File: src/rtl/pc_jump_tracer.sv
// Control-flow tracer: flags non-sequential PC changes and queues {from, to, instr, stamp} records in a show-ahead FIFO.
// Optional per-entry cycle stamp storage is enabled by defining PC_JUMP_TRACER_STAMP_EN.
module pc_jump_tracer #(
  parameter int PC_W    = 12,
  parameter int INSTR_W = 32,
  parameter int DEPTH   = 16,
  parameter int CNT_W   = 32
) (
  input  logic                     clock,
  input  logic                     reset,
  input  logic                     clear,
  input  logic                     en,
  input  logic [PC_W-1:0]          pc_in,
  input  logic [INSTR_W-1:0]       instr_in,
  input  logic                     rd_en,
  output logic                     rd_valid,
  output logic [PC_W-1:0]          rd_from,
  output logic [PC_W-1:0]          rd_to,
  output logic [INSTR_W-1:0]       rd_instr,
  output logic [CNT_W-1:0]         rd_stamp,
  output logic [$clog2(DEPTH):0]   level,
  output logic                     full,
  output logic                     overflow,
  output logic [CNT_W-1:0]         cycle_cnt,
  output logic [CNT_W-1:0]         jump_cnt,
  output logic [CNT_W-1:0]         drop_cnt
);

  localparam int PTR_W = $clog2(DEPTH);
  localparam int LVL_W = PTR_W + 1;

  logic [PC_W-1:0]    r_prev_pc;
  logic [INSTR_W-1:0] r_prev_instr;
  logic               r_primed;
  logic [CNT_W-1:0]   r_cycle_cnt;
  logic [CNT_W-1:0]   r_jump_cnt;
  logic [CNT_W-1:0]   r_drop_cnt;
  logic               r_overflow;
  logic [PTR_W-1:0]   r_wr_ptr;
  logic [PTR_W-1:0]   r_rd_ptr;
  logic [LVL_W-1:0]   r_level;
  logic [PC_W-1:0]    r_head_from;
  logic [PC_W-1:0]    r_head_to;
  logic [INSTR_W-1:0] r_head_instr;

  logic [PC_W-1:0]    r_mem_from  [DEPTH];
  logic [PC_W-1:0]    r_mem_to    [DEPTH];
  logic [INSTR_W-1:0] r_mem_instr [DEPTH];

  logic               w_full;
  logic               w_seq;
  logic               w_stall;
  logic               w_jump;
  logic               w_pop;
  logic               w_push;
  logic               w_drop;
  logic [PTR_W-1:0]   w_rd_ptr_inc;
  logic [LVL_W-1:0]   w_level_next;
  logic               w_head_from_push;
  logic               w_head_from_mem;

  assign w_full   = (r_level == LVL_W'(DEPTH));
  assign w_seq    = (pc_in == r_prev_pc + PC_W'(1));
  assign w_stall  = (pc_in == r_prev_pc);
  assign w_jump   = en && r_primed && !w_seq && !w_stall;
  assign w_pop    = rd_en && (r_level != '0);
  // A same-cycle pop frees a slot, so a full FIFO still accepts the push.
  assign w_push   = w_jump && (w_pop || !w_full);
  assign w_drop   = w_jump && !w_pop && w_full;
  assign w_rd_ptr_inc = r_rd_ptr + PTR_W'(1);

  always_comb begin
    w_level_next = r_level;
    case ({w_push, w_pop})
      2'b10:   w_level_next = r_level + LVL_W'(1);
      2'b01:   w_level_next = r_level - LVL_W'(1);
      default: w_level_next = r_level;
    endcase
  end

  // Head register reloads from the incoming record when the FIFO is (or becomes) empty of
  // older entries, from the next slot on a pop, and otherwise holds the last head value.
  assign w_head_from_push = w_push && ((r_level == '0) || (w_pop && (r_level == LVL_W'(1))));
  assign w_head_from_mem  = w_pop && (r_level > LVL_W'(1));

  always_ff @(posedge clock or negedge reset) begin
    if (!reset) begin
      r_prev_pc    <= '0;
      r_prev_instr <= '0;
      r_primed     <= 1'b0;
      r_cycle_cnt  <= '0;
      r_jump_cnt   <= '0;
      r_drop_cnt   <= '0;
      r_overflow   <= 1'b0;
      r_wr_ptr     <= '0;
      r_rd_ptr     <= '0;
      r_level      <= '0;
      r_head_from  <= '0;
      r_head_to    <= '0;
      r_head_instr <= '0;
    end else if (clear) begin
      r_prev_pc    <= '0;
      r_prev_instr <= '0;
      r_primed     <= 1'b0;
      r_cycle_cnt  <= '0;
      r_jump_cnt   <= '0;
      r_drop_cnt   <= '0;
      r_overflow   <= 1'b0;
      r_wr_ptr     <= '0;
      r_rd_ptr     <= '0;
      r_level      <= '0;
      r_head_from  <= '0;
      r_head_to    <= '0;
      r_head_instr <= '0;
    end else begin
      r_primed <= en;
      if (en) begin
        r_cycle_cnt  <= r_cycle_cnt + CNT_W'(1);
        r_prev_pc    <= pc_in;
        r_prev_instr <= instr_in;
      end
      if (w_jump && (r_jump_cnt != '1)) begin
        r_jump_cnt <= r_jump_cnt + CNT_W'(1);
      end
      if (w_drop) begin
        r_overflow <= 1'b1;
        if (r_drop_cnt != '1) begin
          r_drop_cnt <= r_drop_cnt + CNT_W'(1);
        end
      end
      if (w_push) begin
        r_wr_ptr <= r_wr_ptr + PTR_W'(1);
      end
      if (w_pop) begin
        r_rd_ptr <= w_rd_ptr_inc;
      end
      r_level <= w_level_next;
      if (w_head_from_push) begin
        r_head_from  <= r_prev_pc;
        r_head_to    <= pc_in;
        r_head_instr <= r_prev_instr;
      end else if (w_head_from_mem) begin
        r_head_from  <= r_mem_from[w_rd_ptr_inc];
        r_head_to    <= r_mem_to[w_rd_ptr_inc];
        r_head_instr <= r_mem_instr[w_rd_ptr_inc];
      end
    end
  end

  always_ff @(posedge clock) begin
    if (w_push && reset && !clear) begin
      r_mem_from[r_wr_ptr]  <= r_prev_pc;
      r_mem_to[r_wr_ptr]    <= pc_in;
      r_mem_instr[r_wr_ptr] <= r_prev_instr;
    end
  end

`ifdef PC_JUMP_TRACER_STAMP_EN
  logic [CNT_W-1:0] r_mem_stamp [DEPTH];
  logic [CNT_W-1:0] r_head_stamp;

  always_ff @(posedge clock) begin
    if (w_push && reset && !clear) begin
      r_mem_stamp[r_wr_ptr] <= r_cycle_cnt;
    end
  end

  always_ff @(posedge clock or negedge reset) begin
    if (!reset) begin
      r_head_stamp <= '0;
    end else if (clear) begin
      r_head_stamp <= '0;
    end else if (w_head_from_push) begin
      r_head_stamp <= r_cycle_cnt;
    end else if (w_head_from_mem) begin
      r_head_stamp <= r_mem_stamp[w_rd_ptr_inc];
    end
  end

  assign rd_stamp = r_head_stamp;
`else
  assign rd_stamp = '0;
`endif

  assign rd_valid  = (r_level != '0);
  assign rd_from   = r_head_from;
  assign rd_to     = r_head_to;
  assign rd_instr  = r_head_instr;
  assign level     = r_level;
  assign full      = w_full;
  assign overflow  = r_overflow;
  assign cycle_cnt = r_cycle_cnt;
  assign jump_cnt  = r_jump_cnt;
  assign drop_cnt  = r_drop_cnt;

endmodule

File: config.mk
export PLATFORM = sky130hd
export DESIGN_NAME = pc_jump_tracer
export DESIGN_NICKNAME = d
export VERILOG_FILES = /design/src/rtl/pc_jump_tracer.sv
export SDC_FILE = /design/constraint.sdc
export NUM_CORES = 1
export LEC_CHECK = 0
export CAP_MARGIN = 40
export CORE_ASPECT_RATIO = 0.9
export CORE_MARGIN = 5
export CORE_UTILIZATION = 30
export CTS_CLUSTER_SIZE = 40
export DETAILED_ROUTE_END_ITERATION = 16
export MAX_ROUTING_LAYER = met4
export SYNTH_ARGS = -nofsm -noshare
export SYNTH_HDL_FRONTEND = slang
export SYNTH_SLANG_ARGS = --single-unit
File: constraint.sdc
create_clock -name clock -period 8.9 [get_ports clock]
set_input_delay 2.67 -clock clock [delete_from_list [all_inputs] [get_ports clock]]
set_output_delay 2.67 -clock clock [all_outputs]
set_load 0.02 [all_outputs]
==> Implementation_results.wiki, run 1 <==
{| class="wikitable"
! Metric !! Value
|-
| Max-cap violation count || 0
|-
| Critical-path maximum fanout || 79
|-
| Crit-path cells || clkdlybuf4s50_1 -> xor2_1 -> o2111a_1 -> o311ai_0 -> a211o_1 -> o21ai_4 -> buf_4 -> or3b_4 -> buf_4 -> nor2_1 -> a211oi_1
|-
| Final period demand of the worst path || between 6000 and 7000 ps
|-
| Logic pwr share || 0.181
|-
| Residual overflow from global routing || 0
|-
| Most repeated library cell on the critical path || sky130_fd_sc_hd__buf_4
|-
| Peak supply drop || ~0.00017 V
|-
| Slew Viols, Final || 0
|-
| Fraction of synthesized cell area taken by the top area cell type || 0.599
|-
| Initial Util || 0.302
|-
| Number of hold-slack violations in the final timing report || 0
|-
| Net count of the finished layout || ~2,700
|-
| Number of cells on the worst hold path || 2
|-
| Setup fix buffers added after clock tree synthesis || 0
|-
| Post-route clock skew || approximately 65 ps
|-
| Sink Count || roughly 1,100
|-
| Post-route clock period utilization || 0.743
|-
| Crit path depth || 11
|-
| Fillcell total || ~14,000
|-
| Clock tree from TritonCTS || done
|-
| Critical hold path startpoint || overflow
|-
| H-tree lvl count || 3
|-
| Detailed Routing Iterations Pass 1 || 5
|-
| Clock network power share || 0.380
|-
| Count of hold buffers inserted by post-cts repair || 0
|-
| Cell at the slowest stage of the critical path || sky130_fd_sc_hd__clkdlybuf4s50_1
|-
| Switching power summed over all nets || 3.45 mW
|-
| Die footprint || ~160,000 sq um
|-
| Commonest cells after routing, fill and taps aside || 896 x sky130_fd_sc_hd__edfxtp_1, 280 x sky130_fd_sc_hd__mux4_2, 213 x sky130_fd_sc_hd__nor2_1
|-
| Iteration-0 DRC Markers || about 2,000
|-
| Most common cell after layout, fill and taps aside || sky130_fd_sc_hd__edfxtp_1
|-
| R2r endpoint || r_mem_from[5][8]
|-
| Number of cell instances on the worst register-to-register path || 10
|-
| Synth Flop Type || sky130_fd_sc_hd__edfxtp_1
|-
| Setup repair after global routing missed its margin || false
|-
| Buffer depth of the longest clock path || 3
|-
| Number of cell rows || between 100 and 150
|-
| Normalized max-slew margin || 0.252
|-
| Largest cells by area after synthesis || sky130_fd_sc_hd__edfxtp_1 60%, sky130_fd_sc_hd__mux4_2 14%, sky130_fd_sc_hd__dfrtp_1 12%
|-
| Die extent in x || roughly 420 um
|-
| Vias || 22,900
|-
| Number of buffers created by CTS || ~120
|-
| Initial antenna violation count || 5
|-
| R2r startpoint || r_prev_pc[1]
|-
| Pin count of the biggest net entering global routing || 150
|-
| Wire length reported by the detailed router || ~110,000 um
|-
| Critical path data arrival time || roughly 7300 ps
|-
| Quantity of I/O buffers inserted on ports || 208
|-
| Share of the yosys chip area belonging to registers || 0.717
|-
| Clock latency at the later pin of the worst-skew pair || between 700 and 800 ps
|-
| Worst reg2reg setup slack || around 4000 ps
|-
| Number of setup violations in the final report || 0
|-
| Average footprint of a synthesized cell || roughly 19 sq um
|-
| Final estimated routing congestion in global placement || approximately 0.77
|-
| Final design utilization || 0.361
|-
| Worst Hold End || overflow
|-
| Warnings from Yosys || 0
|-
| Number of placed I/O pins || roughly 240
|-
| First-pass GRT wire length || 160,000 um
|-
| Wirelength per Cell || between 20 and 25 um
|-
| Cell Int Power || 9.99 mW
|-
| Core Box Area || 149,000 sq um
|-
| CP Class || input port to register
|-
| Outcome || finished clean
|-
| Number of enable-type register cells in the synthesized netlist || around 900
|-
| Leak || between 15 and 20 nW
|-
| Clk Tree Root Cell || sky130_fd_sc_hd__clkbuf_16
|-
| Proportion of power drawn by flip-flops and latches || 0.439
|-
| Data required time at the worst endpoint || about 9500 ps
|-
| Area growth from synthesis to layout || 19.6%
|-
| Vertical die dimension || approximately 380 um
|-
| Half-perimeter wire length after detailed placement || approximately 62,000 um
|-
| Sw Ratio || 0.257
|-
| Critical Path Source Type || input port
|-
| Aggregate negative setup slack || 0 ps
|-
| Async set or reset register ratio after synthesis || 0.191
|-
| Type of the most critical hold path || register to register
|-
| Buf+Inv Stages, Crit Path || 3
|-
| Number of remaining DRC errors || 0
|-
| PwrDens || around 250 nW/um^2
|-
| Maximum achievable frequency || about 0.15 GHz
|-
| Count of nets left with antenna violations after detail routing || 0
|-
| Unique cell type count in the Yosys netlist || 65
|-
| Cells after synthesis || around 2,400
|-
| Share of post-route cells with drive strength above 1 || 0.220
|-
| Delay of the slowest critical-path stage || a little under 1000 ps
|-
| GRT Overall Usage || 0.138
|-
| Number of global-route vias before repair || about 24,000
|-
| Number of resized instances in the post-cts repair step || 0
|-
| Crit path capture type || register
|-
| Clock transition at the register clock pins on the worst setup and hold paths after CTS || approximately 70 ps
|-
| Family of cells with the greatest summed delay on the critical path || buffers and inverters
|-
| Measured slew at the worst slew-check pin || around 1100 ps
|-
| Library cell with the largest summed area after synthesis || sky130_fd_sc_hd__edfxtp_1
|-
| Total standard cell area after synthesis || around 45,000 sq um
|-
| Yosys reg bits || 1,107
|-
| Routed vias/inst || roughly 4.8
|}
[logic make-up after synthesis]
kind of cell | count (synthesis) | synth area share
xor+xnor | 101 | 0.0197
other cells | 1 | 0.0000835
compound gates | 121 | 0.0245
mux | 384 | 0.164
simple gates | 492 | 0.0521
fa+ha+maj | 12 | 0.00334
buf+inv | 184 | 0.0199
flops | 1107 | 0.717
[worst register-to-register path: cells and delay by family (launching register included)]
| kind | cells | cell delay (ps) |
|---|---|---|
| simple gates | 4 | 1700 |
| compound gates | 4 | 1060 |
| flops | 1 | 750 |
| buf+inv | 1 | 550 |
| fa+ha+maj | 1 | 420 |
[metrics by stage]
| stage | setup WS [ps] | std cells | power, mW | hold WS, ps | cell area [sq um] |
|---|---|---|---|---|---|
| after floorplan | 173 | 2433 | 7.63 | 523 | 45000 |
| after global placement | 1600 | 4499 | 8.46 | 494 | 49400 |
| after detailed placement | 1540 | 4506 | 8.50 | 495 | 49600 |
| after CTS | 2310 | 4724 | 13.6 | 509 | 53700 |
| after global routing | 2000 | 4727 | 14.0 | 545 | 53700 |
| final | 2280 | 4727 | 13.4 | 502 | 53700 |
[layout make-up]
type                       instances  area, sq um  area share
clock inverter                    75          992      0.0185
timing repair buffer             270         2770      0.0515
antenna                            3         7.51    0.000140
tap                             1972         2470      0.0460
multi-input combinational       1142        12100       0.226
sequential                      1107        32200       0.599
inverter                          15         56.3     0.00105
clock buffer                     143         3100      0.0578
[power groups by stage]
stage / sequential, mW / clock (mW) / combinational, mW
detailed placement: 6.02 / 0 / 2.48
CTS: 5.91 / 5.24 / 2.49
global placement: 6.05 / 0 / 2.41
global route: 5.92 / 5.46 / 2.61
finish: 5.91 / 5.11 / 2.43
floorplan: 6.04 / 0 / 1.58
[synth_stat cells (24+ instances only)]
cell,count
sky130_fd_sc_hd__mux4_2,280
sky130_fd_sc_hd__nor2_1,225
sky130_fd_sc_hd__buf_4,35
sky130_fd_sc_hd__nand4_1,28
sky130_fd_sc_hd__nand3_1,46
sky130_fd_sc_hd__edfxtp_1,896
sky130_fd_sc_hd__buf_1,26
sky130_fd_sc_hd__xor2_1,24
sky130_fd_sc_hd__nor3_1,31
sky130_fd_sc_hd__a211oi_2,50
sky130_fd_sc_hd__xnor2_1,77
sky130_fd_sc_hd__nand2_1,52
sky130_fd_sc_hd__nor4_1,36
sky130_fd_sc_hd__clkbuf_1,82
sky130_fd_sc_hd__mux2i_1,102
sky130_fd_sc_hd__dfrtp_1,211
[registers in the layout, indices dropped and copies added (netlist names)]
signal,flops
r_mem_instr,512
rd_from,12
r_prev_instr,32
rd_to,12
level,5
r_prev_pc,12
cycle_cnt,32
r_mem_to,192
r_mem_from,192
drop_cnt,32
jump_cnt,32
overflow,1
r_wr_ptr,4
r_rd_ptr,4
r_primed,1
rd_instr,32
[per-layer routing]
metal  wire length [um]  global-route usage
met1              47300               0.188
met2              50700               0.213
met3               6800              0.0329
met4               2080              0.0327
met5                  0                   -
[how the worst max path moves through the flow]
stage             start               end
3_3_place_gp   pc_in[9]       rd_instr[4]
5_1_grt        pc_in[9]       rd_instr[4]
6_report       pc_in[9]       rd_instr[4]
3_5_place_dp   pc_in[9]       rd_instr[4]
4_1_cts        pc_in[9]       rd_instr[4]
2_1_floorplan  pc_in[8]  r_mem_from[0][0]
Note: power is estimated with default switching activity, not from simulation.
==> inputs of run 2 (changes only) <==
==> constraint.sdc (replaced) <==
create_clock -name clock -period 6.9 [get_ports clock]
set_input_delay 2.07 -clock clock [delete_from_list [all_inputs] [get_ports clock]]
set_output_delay 2.07 -clock clock [all_outputs]
set_load 0.02 [all_outputs]
==> run 2 against run 1 <==
- total power increased by 25%
- critical path depth decreased by 1
- non-clock buffer count increased by 11
- design area decreased by 0.25%
- combinational power increased by 30%
- flip-flop and latch count unchanged
- global-route usage increased by 0.16 points
- worst hold slack improved by 13 ps
- clock power increased by 19%
- utilization decreased by 0.089 points
- critical endpoint is now r_mem_to[0][0]
- largest cell class unchanged
- highest routed layer unchanged
==> Implementation_results.wiki, run 2 (synthesis gave the netlist of run 1 again) <==
{| class="wikitable"
! Metric !! Value
|-
| Outcome || finished clean
|-
| H-tree lvl count || 3
|-
| Number of resized instances in the post-cts repair step || 0
|-
| Clock transition at the register clock pins on the worst setup and hold paths after CTS || 60 ps
|-
| Commonest cells after routing, fill and taps aside || 896 x sky130_fd_sc_hd__edfxtp_1, 280 x sky130_fd_sc_hd__mux4_2, 213 x sky130_fd_sc_hd__nor2_1
|-
| Post-route clock period utilization || 0.769
|-
| Half-perimeter wire length after detailed placement || about 63,000 um
|-
| Final estimated routing congestion in global placement || just under 0.8
|-
| Critical Path Source Type || input port
|-
| Number of placed I/O pins || ~240
|-
| Final design utilization || 0.361
|-
| Iteration-0 DRC Markers || 2,080
|-
| Crit path capture type || register
|-
| Type of the most critical hold path || register to register
|-
| Detailed Routing Iterations Pass 1 || 5
|-
| Clk Tree Root Cell || sky130_fd_sc_hd__clkbuf_16
|-
| Number of cell instances on the worst register-to-register path || 10
|-
| Setup fix buffers added after clock tree synthesis || 0
|-
| Die footprint || ~160,000 sq um
|-
| R2r startpoint || r_prev_pc[1]
|-
| Max-cap violation count || 0
|-
| Global routing usage on met2 || 0.218
|-
| Quantity of I/O buffers inserted on ports || roughly 210
|-
| Routing usage on met1 || 0.188
|-
| Total area of multi-input combinational cells || 12,100 sq um
|-
| Normalized max-slew margin || 0.340
|-
| Pin count of the biggest net entering global routing || approximately 130
|-
| Total power draw || between 15 and 20 mW
|-
| Number of cells on the worst hold path || 2
|-
| Die extent in x || 418 um
|-
| Residual overflow from global routing || 0
|-
| Final WS setup || 1590 ps
|-
| Routed vias/inst || roughly 4.9
|-
| Leak || roughly 18 nW
|-
| Count of hold buffers inserted by post-cts repair || 0
|-
| Met3 Use GR || 0.0300
|-
| Vias || 23,000
|-
| Number of remaining DRC errors || 0
|-
| Buffer depth of the longest clock path || 3
|-
| Initial Util || 0.302
|-
| Max FFs per register || between 500 and 600
|-
| Most flops, register || r_mem_instr
|-
| Measured slew at the worst slew-check pin || slightly below 1000 ps
|-
| GRT busiest layer || met2
|-
| First-pass GRT wire length || 162,000 um
|-
| Core Box Area || around 150,000 sq um
|-
| Final period demand of the worst path || 5310 ps
|-
| Worst-case setup slack after placement || just over 800 ps
|-
| Final hold slack || about 520 ps
|-
| Number of hold-slack violations in the final timing report || 0
|-
| Cell area after layout || around 54,000 sq um
|-
| Fillcell total || between 10,000 and 15,000
|-
| Most common cell after layout, fill and taps aside || sky130_fd_sc_hd__edfxtp_1
|-
| Sink Count || ~1,100
|-
| Net count of the finished layout || approximately 2,700
|-
| Area growth from synthesis to layout || 19.3%
|-
| Vertical die dimension || 377 um
|-
| Number of buffers created by CTS || between 100 and 150
|-
| Post-route clock skew || 57.9 ps
|-
| Clock latency at the later pin of the worst-skew pair || 730 ps
|-
| Number of global-route vias before repair || around 24,000
|-
| Worst reg2reg setup slack || 2410 ps
|-
| Largest registers in the final layout || r_mem_instr x512, r_mem_from x192, r_mem_to x192
|-
| Wirelength per Cell || around 23 um
|-
| Share of post-route cells with drive strength above 1 || 0.215
|-
| CP Class || input port to register
|-
| Initial antenna violation count || 4
|-
| R2r endpoint || r_mem_to[0][0]
|-
| Critical path data arrival time || between 5000 and 6000 ps
|-
| Slew Viols, Final || 0
|-
| Maximum achievable frequency || approximately 0.19 GHz
|-
| Clock tree from TritonCTS || done
|-
| Worst Hold End || overflow
|-
| GRT Overall Usage || 0.140
|-
| Number of cell rows || between 100 and 150
|-
| Post-detailed-placement cell area || 49,900 sq um
|-
| Critical hold path startpoint || overflow
|-
| Wire length reported by the detailed router || between 100,000 and 150,000 um
|-
| Critical-path maximum fanout || 36
|-
| Data required time at the worst endpoint || around 7200 ps
|-
| PwrDens || between 300 and 400 nW/um^2
|-
| Count of nets left with antenna violations after detail routing || 0
|-
| Sequential cell area in the final layout || roughly 32,000 sq um
|-
| Setup repair after global routing missed its margin || false
|-
| Peak supply drop || approximately 0.00025 V
|-
| Number of setup violations in the final report || 0
|}
## run 2: final cells by class
| cell class | instances | area share |
|---|---|---|
| sequential | 1107 | 0.601 |
| multi-input combinational | 1142 | 0.226 |
| clock buffer | 154 | 0.0576 |
| timing repair buffer | 281 | 0.0563 |
| tap | 1972 | 0.0461 |
| clock inverter | 56 | 0.0114 |
| inverter | 15 | 0.00105 |
| antenna | 5 | 0.000234 |
## run 2: worst max-delay path, stage by stage
cell and delay (ps):
sky130_fd_sc_hd__clkdlybuf4s50_1 590, sky130_fd_sc_hd__and2_1 250, sky130_fd_sc_hd__o221a_1 250, sky130_fd_sc_hd__a311o_1 320
sky130_fd_sc_hd__o2111ai_1 310, sky130_fd_sc_hd__o21ai_4 170, sky130_fd_sc_hd__nor2_2 370, sky130_fd_sc_hd__nand3b_1 410
sky130_fd_sc_hd__nor3_4 280, sky130_fd_sc_hd__buf_4 590
## run 2: worst max-delay path by stage
stage                  start                 end  slack [ps]  cells past startpoint
floorplan           pc_in[8]    r_mem_from[3][0]       -1160                      9
global route        pc_in[8]      r_mem_to[0][0]        1390                     10
detailed placement  pc_in[8]  r_mem_instr[0][19]         830                     10
finish              pc_in[8]      r_mem_to[0][0]        1590                     10
global placement    pc_in[8]  r_mem_instr[0][19]         830                     10
CTS                 pc_in[8]      r_mem_to[0][0]        1630                     10
## run 2: report_power, final
group          total [mW]  switching (mW)  internal [mW]  leakage [nW]
clock                6.06            2.55           3.50          1.78
sequential           7.59           0.203           7.38          11.0
combinational        3.16            1.58           1.58          4.99
## run 2: layer usage
| layer | vias to the layer above | share of wire |
|---|---|---|
| li1 | 10000 | - |
| met1 | 12100 | 0.44 |
| met2 | 694 | 0.48 |
| met3 | 165 | 0.058 |
| met4 | 0 | 0.026 |
| met5 | - | 0 |
## run 2: metrics by stage
stage	setup TNS [ps]	cells
global placement	0	4507
detailed placement	0	4517
floorplan	-129460	2433
finish	0	4732
CTS	0	4727
global route	0	4731
